### src/rtl/bcd_countdown.sv
// Three-digit BCD countdown timer with load, start, pause and a fixed-rate prescaler.
// One decrement occurs every DIV clock cycles while running; reaching 000 produces a one-cycle Done.
module bcd_countdown #(
    parameter int DIV = 50000000
) (
    input  logic        CLK,
    input  logic        Rst,
    input  logic        Load,
    input  logic [11:0] LoadVal,
    input  logic        Start,
    input  logic        Pause,
    output logic [11:0] count,
    output logic        Tick,
    output logic        Busy,
    output logic        Done,
    output logic        Zero
);

    localparam int PW = $clog2(DIV);
    localparam logic [PW-1:0] PRESC_MAX  = PW'(DIV - 1);
    localparam logic [PW-1:0] PRESC_ONE  = PW'(1);
    localparam logic [PW-1:0] PRESC_ZERO = PW'(0);

    typedef enum logic [1:0] {
        ST_IDLE   = 2'd0,
        ST_RUN    = 2'd1,
        ST_PAUSED = 2'd2,
        ST_DONE   = 2'd3
    } state_t;

    state_t          state_r;
    logic [11:0]     count_r;
    logic [PW-1:0]   presc_r;
    logic            tick_r;
    logic            busy_r;
    logic            done_r;
    logic [11:0]     dec_s;

    // Out-of-range BCD digits saturate to 9 rather than being rejected.
    function automatic logic [3:0] clamp_digit(input logic [3:0] d);
        logic [3:0] r;
        if (d > 4'd9) begin
            r = 4'd9;
        end else begin
            r = d;
        end
        return r;
    endfunction

    function automatic logic [11:0] clamp_bcd(input logic [11:0] v);
        return {clamp_digit(v[11:8]), clamp_digit(v[7:4]), clamp_digit(v[3:0])};
    endfunction

    // Only ever applied to a nonzero value, so the hundreds borrow cannot underflow.
    function automatic logic [11:0] bcd_dec(input logic [11:0] v);
        logic [3:0] h;
        logic [3:0] t;
        logic [3:0] u;
        h = v[11:8];
        t = v[7:4];
        u = v[3:0];
        if (u != 4'd0) begin
            u = u - 4'd1;
        end else begin
            u = 4'd9;
            if (t != 4'd0) begin
                t = t - 4'd1;
            end else begin
                t = 4'd9;
                h = h - 4'd1;
            end
        end
        return {h, t, u};
    endfunction

    assign dec_s = bcd_dec(count_r);

    // Countdown state machine with registered status outputs.
    always_ff @(posedge CLK) begin
        if (Rst) begin
            state_r <= ST_IDLE;
            count_r <= 12'h000;
            presc_r <= PRESC_ZERO;
            tick_r  <= 1'b0;
            busy_r  <= 1'b0;
            done_r  <= 1'b0;
        end else if (Load) begin
            state_r <= ST_IDLE;
            count_r <= clamp_bcd(LoadVal);
            presc_r <= PRESC_ZERO;
            tick_r  <= 1'b0;
            busy_r  <= 1'b0;
            done_r  <= 1'b0;
        end else begin
            tick_r <= 1'b0;
            done_r <= 1'b0;
            case (state_r)
                ST_IDLE: begin
                    if (Start && (count_r != 12'h000)) begin
                        state_r <= ST_RUN;
                        presc_r <= PRESC_ZERO;
                        busy_r  <= 1'b1;
                    end else begin
                        busy_r  <= 1'b0;
                    end
                end
                ST_RUN: begin
                    if (Pause) begin
                        // Pause wins even on the terminal prescaler cycle.
                        state_r <= ST_PAUSED;
                        busy_r  <= 1'b1;
                    end else if (presc_r == PRESC_MAX) begin
                        presc_r <= PRESC_ZERO;
                        count_r <= dec_s;
                        tick_r  <= 1'b1;
                        if (dec_s == 12'h000) begin
                            state_r <= ST_DONE;
                            busy_r  <= 1'b0;
                            done_r  <= 1'b1;
                        end else begin
                            busy_r  <= 1'b1;
                        end
                    end else begin
                        presc_r <= presc_r + PRESC_ONE;
                        busy_r  <= 1'b1;
                    end
                end
                ST_PAUSED: begin
                    if (!Pause) begin
                        state_r <= ST_RUN;
                    end else begin
                        state_r <= ST_PAUSED;
                    end
                    busy_r <= 1'b1;
                end
                ST_DONE: begin
                    state_r <= ST_IDLE;
                    busy_r  <= 1'b0;
                end
                default: begin
                    state_r <= ST_IDLE;
                    busy_r  <= 1'b0;
                end
            endcase
        end
    end

    assign count = count_r;
    assign Tick  = tick_r;
    assign Busy  = busy_r;
    assign Done  = done_r;
    assign Zero  = (count_r == 12'h000);

endmodule

### config.mk
export PLATFORM = sky130hd
export DESIGN_NAME = bcd_countdown
export DESIGN_NICKNAME = d
export VERILOG_FILES = /design/src/rtl/bcd_countdown.sv
export SDC_FILE = /design/constraint.sdc
export NUM_CORES = 1
export LEC_CHECK = 0
export CAP_MARGIN = 20
export CELL_PAD_IN_SITES_DETAIL_PLACEMENT = 1
export CELL_PAD_IN_SITES_GLOBAL_PLACEMENT = 2
export CORE_UTILIZATION = 34
export DETAILED_ROUTE_END_ITERATION = 8
export PLACE_DENSITY = 0.81
export SYNTH_ARGS = -nofsm -noshare
export SYNTH_HDL_FRONTEND = slang
export SYNTH_SLANG_ARGS = --single-unit
### constraint.sdc
create_clock -name CLK -period 2.3 [get_ports CLK]
set_input_delay 0.46 -clock CLK [delete_from_list [all_inputs] [get_ports CLK]]
set_output_delay 0.46 -clock CLK [all_outputs]
set_load 0.01 [all_outputs]
==> metrics.txt <==
Storage cell area around 860 um^2; share of cells above drive strength 1 24.7%; GR Util All Layers roughly 22%; Placeable Area between 7000 and 8000 um^2; Hold Fails Final Rpt 0; GR Overflow Total 0; count of final max-slew check failures 0; WP data required roughly 2500 ps; Num CTS Buffers 5; grt met3 use roughly 3.4%; Starting Density a little over a third; Arr. time, crit path 2430 ps; DR pass1 iterations 4; synthesized area per cell between 8 and 9 um^2; outcome completed; max-cap violations 0; Syn Nets 320; Pint 1260 uW; Yosys warnings 0; Setup CP Type register to register; Vias/cell about 5.6; worst-path fanout max 3; total power draw between 1500 and 2000 uW; initial antenna violation count 0; Initial DRC Count 65; placer's final routability congestion estimate around 0.79; R2R cell count 9; vias ~2,700; hold path depth 2; Root Buffer clkbuf_8; CP Launch Type register; DIE AREA 8120 um^2; clock share of power between 30% and 40%; Final nets 399; number of fill cells in the layout between 800 and 900; final setup fails 0; relative max-transition margin a little under two thirds; Comb pwr share between 10% and 20%; ANT cells 0; multi-input logic area ~1700 um^2; Synth Cell Area 2640 um^2; Hold Path Class register to register; row count 31; number of H-tree levels 2; Post-Syn Instances 300; Crit. End Element register; #FFs+latches synth 43; drt total wl about 8300 um; sequential fraction of design power between 40% and 50%; post-layout min period between 2000 and 2500 ps; Power Density a little under 500 nW/um^2; Buffers on Ports 32; CTS Sinks 43; Worst Tran Pin Value between 500 and 600 ps; Fin Setup TNS 0 ps; Switching Fraction around 26%; Seq/Total Area, Yosys around a third; CTS clk-pin slew, worst paths approximately 90 ps; DRC Markers 0; ANT nets after route 0; grt peak-use layer met2; RSZ-0062 raised after global routing true; Ports 33; Netlist cell types 66; highest clock rate 448 MHz; post-DP HPWL roughly 6300 um; post-route clock skew roughly 6.6 ps; vias in the first global route 2,874; P&R area growth vs syn 34.2%; clk_lat worst skew ~300 ps; Die W 90.1 um; Die Ht roughly 90 um; CTS tree built; final worst path period share 97.2%; Sw Pwr approximately 440 uW; DR WL/cell around 17 um; peak supply drop 0.411 mV; M2 GR Usage 40.1%; number of synthesized flops with an enable pin 0; top_reg_cell synth dfxtp_1; first-pass GRT wire length between 10,000 and 15,000 um; worst hold slack about 500 ps; met1 Track Usage GR 24.5%; CTS Buffer Depth 2; Pleak ~0.0012 uW; FFs w/ async S/R, synth 0%; largest net degree at the start of global routing 14
[per-layer routing]
metal  part of all wire, %  vias up
li1                      -     1319
met1                    44     1318
met2                    51       42
met3                   2.4       14
met4                   2.0        0
met5                     0        -
[path summary, 6_finish.rpt]
kind | endpoint | start | slack (ps)
setup / recovery | presc_r[15]$_SDFFE_PP0P_ | count[8]$_SDFFE_PP0P_ | 70
hold / removal | presc_r[23]$_SDFFE_PP0P_ | presc_r[23]$_SDFFE_PP0P_ | 500
setup reg to reg | presc_r[15]$_SDFFE_PP0P_ | count[8]$_SDFFE_PP0P_ | 70
hold reg to reg | presc_r[23]$_SDFFE_PP0P_ | presc_r[23]$_SDFFE_PP0P_ | 500
[area by class of cell]
type                    instances  share of cell area (%)
inverters                       8                   0.848
multi-input cells             235                    47.1
flip-flops and latches         43                    24.3
well taps                      99                    3.50
clock inverters                 2                   0.989
clock buffers                   6                    2.33
repair buffers                 86                    21.0
[cells by family (layout without fill, tap and decap cells)]
family                   after synthesis  count (layout)  share of synthesized area (%)
AO/OA/AOI/OAI                         78              78                           23.1
XOR/XNOR                              13              13                           4.31
adder cells (fa/ha/maj)                3               3                           1.42
buffers and inverters                 22             102                           5.03
flip-flops                            43              43                           32.6
multiplexers                           2               2                          0.759
AND/OR/NAND/NOR                      139             139                           32.8
[power groups by stage]
| stage | registers, uW | logic (uW) | clock network (uW) |
|---|---|---|---|
| after CTS | 770 | 309 | 646 |
| after floorplan | 802 | 142 | 0 |
| after global placement | 786 | 302 | 0 |
| final | 769 | 307 | 624 |
| after global routing | 771 | 333 | 680 |
| after detailed placement | 787 | 306 | 0 |
[through the flow]
stage          cells  utilization, %  area [um^2]  worst slack, ps
2_1_floorplan    300               -         2640              131
3_3_place_gp     468            45.6         3360             -141
3_5_place_dp     468            45.6         3360             -135
4_1_cts          477            47.6         3500             37.9
5_1_grt          479            48.0         3540            -16.5
6_report         479            48.0         3540             65.4
[flip-flops by register name (all words and copies together), names as in the netlist]
register and cells:
count 12, Busy 1, presc_r 26, Done 1
Tick 1, state_r 2
[what timing repair did]
item | 4_1_cts | 5_1_grt
pin swaps | 1 | 1
resized for setup | 2 | 4
cloned | 0 | 1
setup endpoints to repair | 2 | 3
buffers inserted | 1 | 1
hold buffers | 0 | 0
[Yosys cell counts, drive strengths merged, types with 5 or more instances]
cell type / count / share of area [%]
a211oi: 6 / 1.7
a21oi: 18 / 4.7
and3: 6 / 1.4
and4: 7 / 2.3
buf: 9 / 3.2
clkbuf: 5 / 0.71
dfxtp: 43 / 33
inv: 8 / 1.1
nand2: 15 / 2.1
nand3: 12 / 2.3
nand3b: 5 / 1.4
nand4: 6 / 1.4
nor2: 26 / 4.0
nor2b: 5 / 1.5
nor3: 11 / 2.3
nor4: 9 / 2.1
o2111ai: 6 / 2.5
o21ai: 19 / 4.3
o31ai: 8 / 2.3
or4: 15 / 4.4
xor2: 10 / 3.3
[cells in the final DEF, fill, tap and decap left out, types with 3 or more instances in the layout]
cell             instances
and3_1                   6
o21ai_1                  4
clkdlybuf4s50_1         31
and4_1                   7
nand4_1                  6
a21oi_2                  9
buf_4                   52
o2111ai_2                3
nand3_1                 12
nand3b_1                 5
o2111ai_1                3
nor4_1                   9
clkbuf_8                 6
nor3_2                   4
o31ai_1                  8
o211ai_1                 3
a21oi_1                  9
nand2_1                 15
a211oi_1                 6
nand2b_1                 4
nor4b_1                  3
nor2_1                  25
or4_1                   14
inv_1                    8
ha_1                     3
xor2_1                  10
o21ai_0                 12
xnor2_1                  3
dfxtp_1                 43
nor2b_1                  4
nor3_1                   7
[worst max-delay path, stage by stage, from the launching register on]
cell	delay (ps)
dfxtp_1	320
inv_1	80
ha_1	140
or3b_2	490
o31a_4	320
buf_4	160
o21ai_4	200
buf_4	140
nor3_1	40
o221a_1	240
No activity file was read; power rests on OpenSTA's default activity.
